$ cat src/rtl/conv_psum_collector.sv
// Serially reduces the packed lane sums of one adder-array word into a scalar,
// accumulates num_channels words, and hands the saturated result downstream.
module conv_psum_collector #(
    parameter int lane_width   = 19,
    parameter int array_size   = 2,
    parameter int num_channels = 3,
    parameter int acc_width    = 24
) (
    input  logic                             clk,
    input  logic                             reset,
    input  logic                             enable,
    input  logic                             in_valid,
    output logic                             in_ready,
    input  logic [lane_width*array_size-1:0] in_data,
    output logic                             out_valid,
    input  logic                             out_ready,
    output logic [acc_width-1:0]             out_data,
    output logic                             out_sat
);

    localparam logic [1:0] S_IDLE   = 2'd0;
    localparam logic [1:0] S_REDUCE = 2'd1;
    localparam logic [1:0] S_OUT    = 2'd2;

    localparam int LIW = (array_size > 1) ? $clog2(array_size) : 1;
    localparam int CW  = (num_channels > 1) ? $clog2(num_channels) : 1;

    localparam logic [acc_width-1:0] ACC_MAX = {1'b0, {(acc_width-1){1'b1}}};
    localparam logic [acc_width-1:0] ACC_MIN = {1'b1, {(acc_width-1){1'b0}}};

    logic [1:0]                        state;
    logic [lane_width*array_size-1:0]  word;
    logic [LIW-1:0]                    lane_idx;
    logic [CW-1:0]                     chan_cnt;
    logic [acc_width-1:0]              acc;

    logic [lane_width-1:0] lanes [array_size];
    logic [lane_width-1:0] cur_lane;
    logic [acc_width:0]    sum;
    logic [acc_width-1:0]  sum_sat;
    logic                  ovf;
    logic                  last_lane;
    logic                  last_chan;

    genvar g;
    generate
        for (g = 0; g < array_size; g++) begin : g_lane
            assign lanes[g] = word[g*lane_width +: lane_width];
        end
    endgenerate

    assign cur_lane = lanes[lane_idx];

    // One extra bit of headroom: the sign of the widened sum picks the clamp rail.
    assign sum = {acc[acc_width-1], acc}
               + {{(acc_width+1-lane_width){cur_lane[lane_width-1]}}, cur_lane};
    assign ovf     = sum[acc_width] != sum[acc_width-1];
    assign sum_sat = !ovf ? sum[acc_width-1:0] : (sum[acc_width] ? ACC_MIN : ACC_MAX);

    assign last_lane = lane_idx == LIW'(array_size - 1);
    assign last_chan = chan_cnt == CW'(num_channels - 1);

    assign in_ready = reset && enable && (state == S_IDLE);

    always_ff @(posedge clk or negedge reset) begin
        if (!reset) begin
            state     <= S_IDLE;
            word      <= '0;
            lane_idx  <= '0;
            chan_cnt  <= '0;
            acc       <= '0;
            out_valid <= 1'b0;
            out_data  <= '0;
            out_sat   <= 1'b0;
        end else if (enable) begin
            case (state)
                S_IDLE: begin
                    if (in_valid) begin
                        word     <= in_data;
                        lane_idx <= '0;
                        state    <= S_REDUCE;
                    end
                end
                S_REDUCE: begin
                    acc      <= sum_sat;
                    lane_idx <= lane_idx + 1'b1;
                    if (ovf)
                        out_sat <= 1'b1;
                    if (last_lane) begin
                        lane_idx <= '0;
                        if (last_chan) begin
                            chan_cnt  <= '0;
                            out_valid <= 1'b1;
                            out_data  <= sum_sat;
                            state     <= S_OUT;
                        end else begin
                            chan_cnt <= chan_cnt + 1'b1;
                            state    <= S_IDLE;
                        end
                    end
                end
                S_OUT: begin
                    // The consume edge only returns to idle; the next accept is a cycle later.
                    if (out_ready) begin
                        acc       <= '0;
                        out_sat   <= 1'b0;
                        out_valid <= 1'b0;
                        state     <= S_IDLE;
                    end
                end
                default: state <= S_IDLE;
            endcase
        end
    end

endmodule

$ cat config.mk
export PLATFORM = sky130hd
export DESIGN_NAME = conv_psum_collector
export DESIGN_NICKNAME = d
export VERILOG_FILES = /design/src/rtl/conv_psum_collector.sv
export SDC_FILE = /design/constraint.sdc
export NUM_CORES = 1
export LEC_CHECK = 0
export ABC_AREA = 1
export CAP_MARGIN = 20
export CELL_PAD_IN_SITES_DETAIL_PLACEMENT = 0
export CELL_PAD_IN_SITES_GLOBAL_PLACEMENT = 2
export CORE_ASPECT_RATIO = 0.7
export CORE_MARGIN = 4
export CORE_UTILIZATION = 32
export CTS_CLUSTER_DIAMETER = 200
export DETAILED_ROUTE_END_ITERATION = 10
export PLACE_DENSITY_LB_ADDON = 0.1
export SLEW_MARGIN = 20
export SYNTH_ARGS = -nofsm -noshare
export SYNTH_HDL_FRONTEND = slang
export SYNTH_SLANG_ARGS = --single-unit
export TNS_END_PERCENT = 20
$ cat constraint.sdc
create_clock -name clk -period 4 [get_ports clk]
set_input_delay 0.4 -clock clk [delete_from_list [all_inputs] [get_ports clk]]
set_output_delay 0.4 -clock clk [all_outputs]
set_load 0.02 [all_outputs]
---- Yosys cells after proc, flatten, opt, wreduce, memory -nomap -nowiden ----
Cells that the tools add are included.
operators by class
  add/subtract/negate cells ............... 3
  $lt $le $gt $ge ......................... 1
  equality and inequality tests ........... 9
  muxes and demuxes ....................... 22
  bitwise logic cells ..................... 1
  reduce and logical (&&, ||, !) cells .... 13
operator list
  cell                   number
  $mux W24               3
  $mux W19               3
  $pmux W24 S2           1
  $add A24 B19 Y25       1
  $reduce_and A3 Y1      4
  $reduce_and A4 Y1      3
  $mux W2                5
  $ne A2 B2 Y1 const B   5
  $mux W1                6
  $pmux W1 S2            3
  $pmux W2 S3            1
  $reduce_and A5 Y1      1
  $eq A2 B2 Y1 const B   2
  $reduce_bool A2 Y1     2
  $add A2 B1 Y2 const B  1
  $eq A2 B1 Y1 const B   1
  $ge A2 B2 Y1 const B   1
  $logic_and A1 B1 Y1    2
  $logic_not A2 Y1       1
  $not A1 Y2             1
  $add A1 B1 Y1 const B  1
  $ne A1 B1 Y1           1
word-level totals
  flip-flop bits (word level) ............. 93
  input bits .............................. 43
  output and inout bits ................... 27
  logic and storage cells ................. 57

---- Logic depth before layout (Yosys ltp) ----
  depth after elaboration ................. 8
  gate-level depth with buffers ........... 22
  mapped depth without buffers ............ 20

---- Worst setup path after synthesis ----
OpenSTA, ideal clock, no wires.
  path kind ............................... register to register
  from .................................... register lane_idx
  to ...................................... register acc[6]
  library setup time ...................... 0.117 ns
  arrival time ............................ 2.658 ns
  required time ........................... 3.883 ns
  path slack .............................. 1.225 ns
  stages on the path, launching flop included .. 20
  buffers on the path ..................... 3
  clock period less this slack ............ 2.775 ns
  cell sequence ........................... dfrtp_1 -> inv_1 -> clkbuf_1 -> buf_1 -> nand2_1 -> nand2_1 -> ha_1 -> nand2_1 -> inv_1 -> nand2_1 -> nand2_1 -> a21oi_1 -> nand4_1 -> nand2_2 -> nand2_4 -> buf_4 -> nand2_1 -> nand2_1 -> nand2_1 -> nand2_1
between the ends
  longest elaborated chain between the ends .. 8
  elaborated cells between the ends (all ways) .. 9
  those cells by class .................... 1 x add/sub; 1 x eq/ne; 6 x mux; 1 x bitwise
ends and longest elaborated chain
  element                                          line    RTL
  start, declared                                  33      logic [LIW-1:0] lane_idx;
  start signal, assigned                           86      lane_idx <= lane_idx + 1'b1;
  $not A1 Y2 (not written as such) (*)             52      assign cur_lane = lanes[lane_idx];
  $mux W19 (not written as such) (*) (3 in a row)  52
  $add A24 B19 Y25 (*)                             56      + {{(acc_width+1-lane_width){cur_lane[lane_width-1]}}, cur_lane};
  $mux W24 / $ne A1 B1 Y1 (equally long branches)  58, 57
  $mux W24 (*)                                     58      assign sum_sat = !ovf ? sum[acc_width-1:0] : (sum[acc_width] ? ACC_MIN : ACC_MAX);
  $pmux W24 S2 (*)                                 76      case (state)
  end signal, assigned                             85      acc <= sum_sat;
  end, declared                                    35      logic [acc_width-1:0] acc;
Mark *: on every way between the ends. The rest lies on a longest branch, timed or not. The select of a mux whose other input is x is not followed.
A chain may end at the register's enable or synchronous reset.

---- Worst setup path in the final report ----
  from .................................... register lane_idx
  to ...................................... register acc[22]
Same word-level chain as after synthesis.

==> run metrics <==
max_slew headroom 49.8%; Detail Placement HPWL 13100 um; Placer Congestion 0.843; CP Capture Type flip-flop; WL/cell 16.6 um; chip height 119 um; initial antenna violation count 1; Final TNS setup 0 ns; largest net degree at the start of global routing 52; startpoint types flip-flop; highest-count cells in the layout ignoring fill and taps nand2_1 (342), dfrtp_1 (93), clkdlybuf4s50_1 (68); vias in the first global route 4996; CTS tree yes; post-synth net total 810; initial DRC count 322; Area growth syn-to-layout 22.9%; Post-CTS Setup Inserts 0; clock-pin slew on the worst setup and hold paths 0.08 ns; Yosys reg bits 93; initial core utilization 32.7%; post-route antenna net violation count 0; RSZ-0062 raised after global routing false; min cycle time layout 3.35 ns; I/O Buffers 69; first-pass GRT wire length 28200 um; Setup violations, final 0; fillers 1805; Die W 166 um; most common cell after layout, fill and taps aside nand2_1; synth unique cells 32; final wirelength 17300 um; Post-Synthesis Cells 742; R2R Setup Slk 0.65 ns; FF-to-FF End acc[22]; worst-path fanout max 9; Fin. Hold Viols 0; Antenna Cells 0; Rows 40; Max Freq 0.298 GHz; max cap viols 0; hold_buf cts 0; first-pass iteration count of the detailed router 5; Clock Latency Late Sink 0.35 ns; core area 0.0172 mm2; status finished, final reports clean; IO Count 70; CTS sink count 93; Crit Path Category reg -> reg; Worst R2R Start lane_idx; Yosys warnings 0; Pins Over Slew Limit 0; clk root buf clkbuf_16; Clock Tree Buf Depth 2; vias per cell 4.64; Synth area leaders dfrtp_1 (41%), nand2_1 (23%), mux2_2 (7.6%); area leader, netlist dfrtp_1; share of layout cells above drive strength 1 10.9%; Seq/Total Area, Yosys 41.5%; GRT overflow 0; Worst EP required 4.25 ns; All-Layer GR Usage 18.1%; die area 0.0197 mm2; DRC errors left 0; CP arrival 3.60 ns; Post-Syn Area 0.00561 mm2; worst hold-check path type in -> async; Clock Skew 0.00958 ns; cell depth of the worst flop-to-flop path 18; Clock H-tree levels 3; routed via count 4854; CTS Buf Count 9; Synth top area share 41.5%; Tcrit/Tclk final 83.8%; Nets 879; Slew @ Worst Pin 0.745 ns; PostCTS Resize Cnt 0; Mean Syn Cell Area 7.56 um2
==> stage by stage <==
stage	cells	hold WS [ns]	worst slack [ns]	util, %	instance area, um2
detailed placement	1030	0.464	0.684	38.1	6540
global placement	1030	0.461	0.693	38.1	6540
finish	1047	0.223	0.647	40.2	6890
global route	1047	0.274	0.316	40.2	6890
CTS	1046	0.247	0.653	40.0	6870
floorplan	742	0.104	1.22	-	5610
==> layout make-up <==
type / count / area (um2) / share of cell area, %
clock buffer: 10 / 239 / 3.47
clock inverter: 6 / 93.8 / 1.36
inverter: 66 / 248 / 3.59
multi-input combinational: 563 / 2930 / 42.5
sequential: 93 / 2330 / 33.8
tap: 231 / 289 / 4.19
timing repair buffer: 78 / 768 / 11.1
==> synth_stat cells (all sizes together) <==
master,instances
mux2,38
nand4,10
inv,66
nand3,25
nand2,349
buf,15
and3,2
clkbuf,5
nor2,37
a21oi,27
dfrtp,93
or2,4
fa,1
ha,24
and2,1
xor2,6
nor3,4
o21bai,6
a31oi,3
xnor2,8
o21ai,18
==> metal layers <==
metal,track usage (%),wire (um),vias to the layer above,part of all wire (%)
met5,0,0,-,0
met4,3.07,152,0,0.88
met3,3.28,627,11,3.6
met2,25.8,7010,87,40
met1,28.8,9540,2283,55
li1,-,-,2473,-
==> worst max-delay path, stage by stage (launching register included) <==
cell and delay (ns):
dfrtp_1 0.38, inv_1 0.25, nand2_1 0.08, nand2_1 0.09
ha_1 0.21, inv_1 0.09, fa_1 0.41, inv_1 0.11
nand2_1 0.09, nand2_1 0.10, nand2_1 0.08, o21ai_0 0.60
nand3_1 0.24, nand3_1 0.15, nand2_1 0.06, nand3_1 0.08
nand2_1 0.08, nand2_1 0.09, nand2_1 0.05
==> flip-flops by register name, summed over array words and instances, names as in the netlist <==
signal and count:
out_sat 1, lane_idx 1, acc 24, out_valid 1, state 2, word 38, out_data 24, chan_cnt 2
==> worst max path at each step <==
stage	start	endpoint	cells after the start
finish	lane_idx	acc[22]	18
detailed placement	lane_idx	acc[22]	18
global placement	lane_idx	acc[22]	18
CTS	lane_idx	acc[22]	18
global route	lane_idx	acc[22]	18
floorplan	lane_idx	acc[6]	19
==> cell families (layout without fill, tap and decap cells) <==
kind of cell	count (synthesis)	after routing	synth area share, %
AO/OA/AOI/OAI	54	54	5.22
XOR/XNOR	14	14	2.19
adder cells (fa/ha/maj)	25	25	5.71
buffers and inverters	86	160	6.38
flip-flops	93	93	41.5
multiplexers	38	38	7.63
AND/OR/NAND/NOR	432	432	31.4
Power is not shown: default switching activity piles up to over one toggle a cycle in this logic, so the estimate is an artifact.
